<file path="config.mk">
export PLATFORM = sky130hd
export DESIGN_NAME = writeback_unit
export DESIGN_NICKNAME = d
export VERILOG_FILES = /design/src/rtl/writeback_unit_pkg.sv /design/src/rtl/writeback_unit_pending_match.sv /design/src/rtl/writeback_unit.sv
export SDC_FILE = /design/constraint.sdc
export NUM_CORES = 1
export LEC_CHECK = 0
export CORE_UTILIZATION = 29
export DETAILED_ROUTE_END_ITERATION = 10
export GPL_TIMING_DRIVEN = 0
export HOLD_SLACK_MARGIN = 0.08
export SYNTH_ARGS = -nofsm -noshare
export SYNTH_HDL_FRONTEND = slang
export SYNTH_SLANG_ARGS = --single-unit
</file>
<file path="constraint.sdc">
create_clock -name clk -period 7.6 [get_ports clk]
set_input_delay 1.9 -clock clk [delete_from_list [all_inputs] [get_ports clk]]
set_output_delay 1.9 -clock clk [all_outputs]
set_load 0.03 [all_outputs]
</file>
<file path="src/rtl/writeback_unit_pkg.sv">
// Shared constants and slot layout for the in-order writeback buffer.
// Imported by the buffer top and its pending-match helper.
package writeback_unit_pkg;

  localparam int WB_DEPTH = 8;
  localparam int WB_TAGW  = $clog2(WB_DEPTH);

  localparam logic [1:0] RW_NONE = 2'b00;
  localparam logic [1:0] RW_GPR  = 2'b01;
  localparam logic [1:0] RW_FPR  = 2'b10;

  typedef struct packed {
    logic        valid;
    logic        done;
    logic [1:0]  rw;
    logic [4:0]  rd;
    logic [31:0] data;
  } wb_slot_t;

endpackage

</file>
<file path="src/rtl/writeback_unit_pending_match.sv">
// Compares one {fpr_bit, index} operand id against every occupied slot.
// Done-but-unretired slots still report pending.
module wb_pending_match
  import writeback_unit_pkg::*;
#(
  parameter int DEPTH = WB_DEPTH
) (
  input  wb_slot_t   i_slots [DEPTH],
  input  logic [5:0] i_q,
  output logic       o_pending
);

  logic [DEPTH-1:0] w_hit;
  logic [1:0]       w_kind;

  assign w_kind = i_q[5] ? RW_FPR : RW_GPR;

  always_comb begin
    w_hit = '0;
    for (int i = 0; i < DEPTH; i++) begin
      w_hit[i] = i_slots[i].valid
              && (i_slots[i].rw == w_kind)
              && (i_slots[i].rd == i_q[4:0]);
    end
  end

  assign o_pending = |w_hit;

endmodule

</file>
<file path="src/rtl/writeback_unit.sv">
// In-order completion buffer: allocates slots at issue, collects late
// results, retires one register write per cycle in program order.
module writeback_unit
  import writeback_unit_pkg::*;
#(
  parameter int DEPTH = WB_DEPTH,
  parameter int TAGW  = $clog2(DEPTH)
) (
  input  logic            clk,
  input  logic            rstn,
  input  logic            issue_valid,
  output logic            issue_ready,
  output logic [TAGW-1:0] issue_tag,
  input  logic [1:0]      issue_rw,
  input  logic [4:0]      issue_rd,
  input  logic            issue_done,
  input  logic [31:0]     issue_data,
  input  logic            res_valid,
  input  logic [TAGW-1:0] res_tag,
  input  logic [31:0]     res_data,
  input  logic [5:0]      qs,
  input  logic [5:0]      qt,
  output logic            s_pending,
  output logic            t_pending,
  output logic [1:0]      rwout,
  output logic [4:0]      rdout,
  output logic [31:0]     dtowrite,
  output logic            empty
);

  localparam logic [TAGW:0]   L_FULL = (TAGW+1)'(DEPTH);
  localparam logic [TAGW:0]   L_CONE = (TAGW+1)'(1);
  localparam logic [TAGW-1:0] L_PONE = TAGW'(1);

  wb_slot_t        r_slots [DEPTH];
  logic [TAGW-1:0] r_head;
  logic [TAGW-1:0] r_tail;
  logic [TAGW:0]   r_count;
  logic [1:0]      r_rwout;
  logic [4:0]      r_rdout;
  logic [31:0]     r_data;

  wb_slot_t w_head;
  wb_slot_t w_rslot;
  logic     w_issue;
  logic     w_res;
  logic     w_retire;

  assign w_head   = r_slots[r_head];
  assign w_rslot  = r_slots[res_tag];
  assign w_issue  = issue_valid && issue_ready;
  assign w_res    = res_valid && w_rslot.valid && !w_rslot.done;
  assign w_retire = w_head.valid && w_head.done;

  assign issue_ready = (r_count != L_FULL);
  assign issue_tag   = r_tail;
  assign empty       = (r_count == '0);
  assign rwout       = r_rwout;
  assign rdout       = r_rdout;
  assign dtowrite    = r_data;

  // Issue, result and retire never hit the same slot in one cycle:
  // the tail slot is free, and only not-done slots accept results.
  always_ff @(posedge clk or negedge rstn) begin
    if (!rstn) begin
      for (int i = 0; i < DEPTH; i++) begin
        r_slots[i] <= '0;
      end
    end else begin
      for (int i = 0; i < DEPTH; i++) begin
        if (w_issue && r_tail == TAGW'(i)) begin
          r_slots[i] <= '{valid: 1'b1,
                          done:  issue_done,
                          rw:    issue_rw,
                          rd:    issue_rd,
                          data:  issue_data};
        end else if (w_res && res_tag == TAGW'(i)) begin
          r_slots[i].done <= 1'b1;
          r_slots[i].data <= res_data;
        end else if (w_retire && r_head == TAGW'(i)) begin
          r_slots[i].valid <= 1'b0;
        end
      end
    end
  end

  always_ff @(posedge clk or negedge rstn) begin
    if (!rstn) begin
      r_head  <= '0;
      r_tail  <= '0;
      r_count <= '0;
      r_rwout <= RW_NONE;
      r_rdout <= '0;
      r_data  <= '0;
    end else begin
      if (w_issue) begin
        r_tail <= r_tail + L_PONE;
      end
      if (w_retire) begin
        r_head  <= r_head + L_PONE;
        r_rwout <= w_head.rw;
        r_rdout <= w_head.rd;
        r_data  <= w_head.data;
      end else begin
        r_rwout <= RW_NONE;
      end
      case ({w_issue, w_retire})
        2'b10:   r_count <= r_count + L_CONE;
        2'b01:   r_count <= r_count - L_CONE;
        default: r_count <= r_count;
      endcase
    end
  end

  wb_pending_match #(.DEPTH(DEPTH)) u_match_s (
    .i_slots   (r_slots),
    .i_q       (qs),
    .o_pending (s_pending)
  );

  wb_pending_match #(.DEPTH(DEPTH)) u_match_t (
    .i_slots   (r_slots),
    .i_q       (qt),
    .o_pending (t_pending)
  );

endmodule

</file>
; ---- Word-level counts from Yosys, hierarchy flattened
; Index checks and enable logic that the tools add are counted.
[classes]
n_reduce_logical = 92
mux = 58
bitwise = 2
n_addsub = 4
magnitude_cmp = 2
n_eq_ne = 64
[ops]
columns = op, count
row1 = two-way mux 32 bit, 16
row2 = binary-select mux 41 bit (select 3 bit), 2
row3 = two-way mux 41 bit, 4
row4 = equality test 5 bit, 16
row5 = logical AND 1 bit, 60
row6 = "equality test 3 bit, second input constant", 12
row7 = nonzero test 2 bit, 17
row8 = equality test 2 bit, 16
row9 = two-way mux 1 bit, 24
row10 = two-way mux 2 bit, 11
row11 = "equality test 3 x 2 -> 1 bit, second input constant", 6
row12 = "inequality test 2 bit, second input constant", 8
row13 = AND reduction 2 bit, 8
row14 = OR reduction 8 bit, 2
row15 = "equality test 3 x 1 -> 1 bit, second input constant", 3
row16 = logical NOT 3 bit, 3
row17 = ">= comparator 4 bit, second input constant", 2
row18 = inverter 3 -> 4 bit, 2
row19 = case mux 4 bit (2 select lines), 1
row20 = "adder 3 x 1 -> 3 bit, second input constant", 2
row21 = "adder 4 x 1 -> 4 bit, second input constant", 1
row22 = logical NOT 4 bit, 1
row23 = "inequality test 4 bit, second input constant", 1
row24 = "subtractor 4 x 1 -> 4 bit, second input constant", 1
row25 = other kinds (3), 3
[totals]
inputBits = 91
elab_cells = 268
register_bits = 377
out_inout_bits = 46

; ---- Depth between registers and ports, before layout
; Gate-level depths: netlist of run 1.
[logic_depth]
word_depth = 9
mapped_depth = 12

; ---- Cells and area by module
; From an unflattened synthesis of run 1, not the netlist that was laid out.
[unflattened]
hier_cells = 1945
hier_area_um2 = 20776.2
[modules_own_cells]
columns = mod, n_inst, seq_area_each_um2, area_per_inst_um2, cells_per_inst
row1 = writeback_unit, 1, 9434.0, 19422.4, 1761
row2 = wb_pending_match, 2, 0.0, 676.9, 92

; ---- Worst setup path before layout of run 1
; OpenSTA, ideal clock, no wires.
[synth_timing]
path_type = input to output
from = in qs[5]
to = out s_pending
path_buffers = 2
t_arrival_ps = 3054
t_required_ps = 5700
slack_ps = 2646
cell_stages = 7
path_cell_list = clkbuf_1 -> clkbuf_1 -> nor3b_1 -> a21oi_1 -> nor4_1 -> nor4_1 -> nand2_1
[synth_between]
elab_chain_cells = 5
elab_cells_between_ends = 26
[synth_rtl]
columns = element, line
row1 = start: declaration, writeback_unit.sv:21  ; input logic [5:0] qs,
row2 = two-way mux 2 bit *, writeback_unit_pending_match.sv:16  ; assign w_kind = i_q[5] ? RW_FPR : RW_GPR;
row3 = equality test 2 bit, writeback_unit_pending_match.sv:22  ; && (i_slots[i].rw == w_kind)
row4 = logical AND 1 bit, writeback_unit_pending_match.sv:22
row5 = logical AND 1 bit, writeback_unit_pending_match.sv:23  ; && (i_slots[i].rd == i_q[4:0]);
row6 = OR reduction 8 bit *, writeback_unit_pending_match.sv:27  ; assign o_pending = |w_hit;
row7 = end: declaration, writeback_unit.sv:23  ; output logic s_pending,
; Mark *: on every way between the ends. The rest lies on a longest branch, timed or not.

; ---- Worst setup path in the final report of run 1
[layout_timing]
from = in qt[5]
to = out t_pending
[layout_between]
elab_chain_cells = 5
elab_cells_between_ends = 26
[layout_rtl]
columns = element, line
row1 = start: declaration, writeback_unit.sv:22  ; input logic [5:0] qt,
row2 = two-way mux 2 bit *, writeback_unit_pending_match.sv:16
row3 = equality test 2 bit, writeback_unit_pending_match.sv:22
row4 = logical AND 1 bit, writeback_unit_pending_match.sv:22
row5 = logical AND 1 bit, writeback_unit_pending_match.sv:23
row6 = OR reduction 8 bit *, writeback_unit_pending_match.sv:27
row7 = end: declaration, writeback_unit.sv:24  ; output logic t_pending,
; Marks and branches as above.

==> reports/metrics.yaml, run 1 <==
yosys:
  synth_most_common_cell: "dfrtp_1"
  synthTopCellsByCount: "dfrtp_1 (377), mux2i_1 (256), nor2_1 (208), nand2_1 (203), a21oi_1 (184)"
  ys_ff_latch: 377
  synth_cell_types: 40
  synth-main-ff-cell: "dfrtp_1"
  synth_edf_count: 0
  yosysWarnings: 0
  syn_avg_cell_area_um2: 10.5
  synth.largest_area_cell: "dfrtp_1"
  synth_cells: 1937
  seq_area_frac_synth: 0.462
  synth_area_um2: 20400
  async_flop_share: 1.00
  synth_area_leaders: "dfrtp_1 (46%), mux2i_1 (13%), mux4_2 (8.9%), a21oi_1 (4.5%), nor2_1 (3.8%)"
  synth_top_area_share: 0.462
  syn_nets: 2043
place:
  gp_congestion: 0.886
  hpwl_um: 48900
  port_buffers: 59
worst_setup_path:
  criticalPathCategory: "input port to output port"
  crit_chain: "clkbuf_1 -> clkbuf_1 -> a21oi_1 -> nor4_1 -> nor4_1 -> nand2_1 -> clkdlybuf4s50_1"
  setup.worst_path.start_class: "input port"
  crit_fanout: 10
  critPathLaunch: "qt[5]"
  critPathCaptureType: "output port"
  path_buf_inv: 3
  reg2reg_to: "r_count[2]$_DFFE_PN0P_"
  critical_path_arrival_ps: 4060
  required_ps: 5700
  r2r_start: "r_head[1]$_DFFE_PN0P_"
  cp_slowest_cell: "clkdlybuf4s50_1"
  critPathMaxStageDelay_ps: 670
  cp_top_family: "buffers and inverters"
  rrSetupSlack_ps: 3550
  rr_worst_depth: 11
clock_tree:
  h-tree-depth: 2
  cts_resized: 0
  clock_sinks: 377
  clk_pin_slew_ps: 60
  cts.hold.buffers_added: 0
  clockBufferDepth: 3
  cts_tree: "yes"
  clk_latency_ps: 600
  post_cts_buffers: 0
  numCtsBuffers: 42
  root_buffer: "clkbuf_16"
cells_and_area:
  fill_cells: 6899
  drive_gt1_frac: 0.156
  synthToLayoutAreaGrowth_pct: 15.9
  layout.nets: 2150
  post-route-util: 0.343
  register_area_um2: 9430
  multiInputGateArea_um2: 9960
pwr:
  ir_drop_mv: 0.149
  cellPowerDensity_nw_per_um2: 441
  leakagePower_nw: 10.2
die:
  start_util: 0.296
  fp.dieH_um: 267
  io_pins: 137
  rows: 96
  core_um2: 69100
  die_area_um2: 71500
  die_x_um: 267
sta:
  skew_ps: 30.3
  hold_viol: 0
  worst_slew_pin_slew_ps: 1150
  finalSetupTns_ps: 0
  slew_viol_final: 0
  slew_headroom: 0.230
  rsz0062_at_grt: "false"
  finalCriticalPeriod_ps: 5960
  max_freq_ghz: 0.168
  setup_viol: 0
  period_share: 0.784
routing:
  drt_pre_antenna_iters: 6
  vias: 15900
  avgViaCountPerCell: 5.27
  drtAntennaViolNets: 0
  drc_errors: 0
  drt_iter0_drc: 1466
  wl_per_cell_um: 23.3
  wirelength_um: 70200
global_routing:
  grt_antenna_before_repair: 8
  grt_pass1_wl_um: 105000
  track_usage: 0.197
  grt_pass1_vias: 16500
  grt_max_degree: 108
  grt-ovfl-total: 0
outcome:
  status: "completed"
hold_path:
  hold_depth: 1
  hold_path_end: "r_count[3]$_DFFE_PN0P_"
  min_path_type: "flip-flop to flip-flop"
  hold_start: "r_count[3]$_DFFE_PN0P_"
run:
  maxCapViolations: 0
## cell families after synthesis
kind of cell / count (synthesis) / share of synthesized area
compound gates: 338 / 0.0858
mux: 395 / 0.248
fa+ha+maj: 15 / 0.00919
flops: 377 / 0.462
buf+inv: 220 / 0.0506
simple gates: 505 / 0.107
xor+xnor: 87 / 0.0373
## through the flow
stage          instance area (um^2)  total power, mW  hold slack, ps  std cells  setup slack (ps)
2_1_floorplan                 20400             6.77             456       1937              2650
3_3_place_gp                  22200             8.19             472       2927            -12000
3_5_place_dp                  22300             8.37             475       2931              1660
4_1_cts                       23700             10.5             489       3007              1630
5_1_grt                       23700             11.0             524       3008              1530
6_report                      23700             10.4             490       3010              1640
## worst max-delay path by stage
stage	slack, ps	to	cells after the start
after detailed placement	1660	t_pending	7
final	1640	t_pending	7
after global placement	-12000	dtowrite[18]$_DFFE_PN0P_	1
after global routing	1530	t_pending	7
after CTS	1630	t_pending	7
after floorplan	2650	s_pending	7
## report_power, final
group	switching, mW	internal [mW]
registers	0.770	3.03
logic	2.48	2.08
clock network	0.886	1.19
total	4.14	6.30
## worst register-to-register path, stage by stage, from the launching register on
cell and delay, ps:
dfrtp_1 540, inv_2 240, mux4_2 570, mux2i_2 510
clkbuf_1 780, ha_1 420, xor2_1 100, ha_1 200
a21oi_1 180, xor2_1 190, nor2_1 70, xor2_1 130
## routing by layer
layer	GRT usage	vias to the layer above	share of wire
li1	-	6978	-
met1	0.248	8070	0.40
met2	0.324	627	0.48
met3	0.0429	164	0.077
met4	0.0870	12	0.039
met5	0	-	0.0012
## cell usage in the layout (no fill, tap or decap), types with 4 or more instances in the layout
| cell type | n |
|---|---|
| dfrtp_1 | 377 |
| mux2i_1 | 256 |
| nor2_1 | 208 |
| nand2_1 | 203 |
| a21oi_1 | 184 |
| o21ai_0 | 109 |
| buf_2 | 82 |
| mux4_2 | 81 |
| clkbuf_1 | 75 |
| clkdlybuf4s50_1 | 58 |
| xnor2_1 | 55 |
| mux2_2 | 54 |
| clkbuf_16 | 43 |
| a31oi_1 | 41 |
| buf_1 | 35 |
| xor2_1 | 32 |
| nor4_1 | 21 |
| buf_4 | 20 |
| nor3b_1 | 18 |
| nand4_1 | 17 |
| ha_1 | 15 |
| inv_1 | 12 |
| clkbuf_8 | 11 |
| nor2b_1 | 10 |
| nand3_1 | 7 |
| clkinv_2 | 6 |
| buf_6 | 5 |
| and2_1 | 4 |
## registers in the layout, summed over array words and instances, names as in the netlist
register	cells
dtowrite	32
issue_tag	3
r_count	4
r_head	3
r_slots	328
rdout	5
rwout	2
## area by class of cell
| class | count | share of cell area |
|---|---|---|
| antenna | 3 | 0.000317 |
| buffer | 207 | 0.0416 |
| clock buffer | 63 | 0.0533 |
| clock inverter | 13 | 0.00508 |
| inverter | 13 | 0.00206 |
| multi-input combinational | 1340 | 0.421 |
| sequential | 377 | 0.399 |
| tap | 931 | 0.0492 |
| timing repair buffer | 63 | 0.0291 |
Note: power is estimated with default switching activity, not from simulation.
==> run 2: changes to the inputs <==
==> constraint.sdc (replaced) <==
create_clock -name clk -period 5.3 [get_ports clk]
set_input_delay 1.325 -clock clk [delete_from_list [all_inputs] [get_ports clk]]
set_output_delay 1.325 -clock clk [all_outputs]
set_load 0.03 [all_outputs]
==> results of run 2 <==
The final DEF is identical to that of run 1. Status: completed.
Among the figures that moved: setup slack after placement 1660 ps -> 507 ps; setup slack after layout 1640 ps -> 492 ps; register-to-register setup slack 3550 ps -> 1250 ps; total power 10.4 mW -> 15.0 mW; worst IR drop on VDD 0.149 mV -> 0.214 mV
==> run 3: changes to the inputs <==
--- a/config.mk
+++ b/config.mk
@@ -9,6 +9,7 @@
 export DETAILED_ROUTE_END_ITERATION = 10
 export GPL_TIMING_DRIVEN = 0
 export HOLD_SLACK_MARGIN = 0.08
+export MAX_ROUTING_LAYER = met4
 export SYNTH_ARGS = -nofsm -noshare
 export SYNTH_HDL_FRONTEND = slang
 export SYNTH_SLANG_ARGS = --single-unit
==> reports/metrics.yaml, run 3 (same netlist as run 1, synthesis figures left out) <==
worst_setup_path:
  critical_path_arrival_ps: 3470
  critPathCaptureType: "output port"
  crit_fanout: 10  # unchanged
  criticalPathCategory: "input port to output port"
  required_ps: 3970
  setup.worst_path.start_class: "input port"
clock_tree:
  clk_pin_slew_ps: 50  # about the same
  post_cts_buffers: 0  # unchanged
  numCtsBuffers: 41  # -2.4%
  clock_sinks: 377  # unchanged
  root_buffer: "clkbuf_16"
  h-tree-depth: 2  # unchanged
  clk_latency_ps: 600  # about the same
  cts_resized: 0  # unchanged
  clockBufferDepth: 3  # unchanged
  cts.hold.buffers_added: 0  # unchanged
  cts_tree: "yes"
sta:
  slew_headroom: 0.144  # -0.0861
  setup_viol: 0  # unchanged
  rsz0062_at_grt: "false"
  finalCriticalPeriod_ps: 4800
  max_freq_ghz: 0.208
  hold_viol: 0  # unchanged
  worst_slew_pin_slew_ps: 1270  # +119 ps
  holdWs_ps: 489  # -0.531 ps
  period_share: 0.905
  slew_viol_final: 0  # unchanged
  skew_ps: 34.6  # +4.33 ps
run:
  maxCapViolations: 0  # unchanged
routing:
  wl_per_cell_um: 23.5  # +0.70%
  vias: 15800  # -0.37%
  drtAntennaViolNets: 0  # unchanged
  drt_pre_antenna_iters: 5  # -1
  drt_iter0_drc: 1415  # -3.5%
  wirelength_um: 70700  # +0.73%
  avgViaCountPerCell: 5.25  # -0.40%
  drc_errors: 0  # unchanged
pwr:
  ir_drop_mv: 0.282
  p_int_mw: 9.00
  switching_share: 0.398
  cellPowerDensity_nw_per_um2: 633
  clkPwrFrac: 0.197  # -0.002
  p_switching_mw: 5.95
  seqPwrFrac: 0.365  # about the same
  total_power_mw: 15.0
  p_comb_frac: 0.438  # about the same
  leakagePower_nw: 10.2  # -0.16%
global_routing:
  grt-ovfl-total: 0  # unchanged
  grt_pass1_vias: 16600  # +0.64%
  grt_antenna_before_repair: 7  # -1
  grt_pass1_wl_um: 106000  # +1.2%
  grt_max_degree: 102  # -5.6%
  track_usage: 0.205  # +0.00806
cells_and_area:
  layout.nets: 2149  # -0.047%
  register_area_um2: 9430  # unchanged
  largest_reg_flops: 328  # unchanged
  fill_cells: 6950  # +0.74%
  largest-register: "r_slots"
  layout_common_cells: "dfrtp_1 (377), mux2i_1 (256), nor2_1 (208)"
  synthToLayoutAreaGrowth_pct: 15.8
  final_common_cell: "dfrtp_1"
  multiInputGateArea_um2: 9950  # about the same
  drive_gt1_frac: 0.153  # -0.00219
die:
  rows: 96  # unchanged
  start_util: 0.296  # unchanged
  die_area_um2: 71500  # unchanged
  io_pins: 137  # unchanged
  die_x_um: 267  # unchanged
  fp.dieH_um: 267  # unchanged
  core_um2: 69100  # unchanged
outcome:
  status: "completed"
place:
  gp_congestion: 0.899  # +1.5%
  hpwl_um: 49200  # +0.77%
  port_buffers: 59  # unchanged
hold_path:
  min_path_type: "flip-flop to flip-flop"
run 3: cell count changes in the layout (fill, tap and decap cells not counted), moves of 2 or more:
cell        change
clkbuf_1        +2
clkbuf_8        -3
clkinvlp_4      -2
diode_2         +4
run 3: critical path, stage by stage:
cell	delay [ps]
clkbuf_1	260
clkbuf_1	440
a21oi_1	170
nor4_1	420
nor4_1	90
nand2_1	90
clkdlybuf4s50_1	670
run 3: per-layer routing:
layer  part of all wire  global-route usage
met5                  0                   -
met2               0.48               0.327
met3              0.076              0.0505
met4              0.036              0.0770
met1               0.41               0.251
run 3: cell type report:
class	instances	share of cell area
Multi-Input combinational cell	1340	0.421
Sequential cell	377	0.399
Clock buffer	61	0.0509
Tap cell	931	0.0493
Buffer	207	0.0417
Timing Repair Buffer	63	0.0292
Clock inverter	12	0.00604
Inverter	13	0.00206
Antenna cell	7	0.000741
run 3: through the flow:
stage           util  cell area [um^2]  setup slack, ps  TNS (ps)  instances
2_1_floorplan      -             20400             1500         0       1937
4_1_cts        0.342             23600              471         0       3004
5_1_grt        0.342             23600              359         0       3011
3_3_place_gp   0.321             22200           -13690  -5135880       2927
6_report       0.342             23600              503         0       3011
3_5_place_dp   0.322             22300              468         0       2931
run 3: final timing paths:
| path | from | to | slack [ps] | cells after the start |
|---|---|---|---|---|
| max reg2reg | r_head[1]$_DFFE_PN0P_ | r_count[2]$_DFFE_PN0P_ | 1210 | 11 |
| max | qs[5] | s_pending | 500 | 7 |
| min | r_count[3]$_DFFE_PN0P_ | r_count[3]$_DFFE_PN0P_ | 490 | 1 |
| min reg2reg | r_count[3]$_DFFE_PN0P_ | r_count[3]$_DFFE_PN0P_ | 490 | 1 |
| min in group asynchronous | rstn | r_count[3]$_DFFE_PN0P_ | 750 | 1 |
| max in group asynchronous | rstn | r_slots[18]$_DFFE_PN0P_ | 3080 | 3 |
run 3: power groups by stage:
stage	clock, mW	sequential (mW)	combinational [mW]
after global placement	0	5.38	6.38
after floorplan	0	5.38	4.33
final	2.95	5.46	6.54
after CTS	2.98	5.43	6.57
after detailed placement	0	5.47	6.55
after global routing	3.09	5.62	7.09
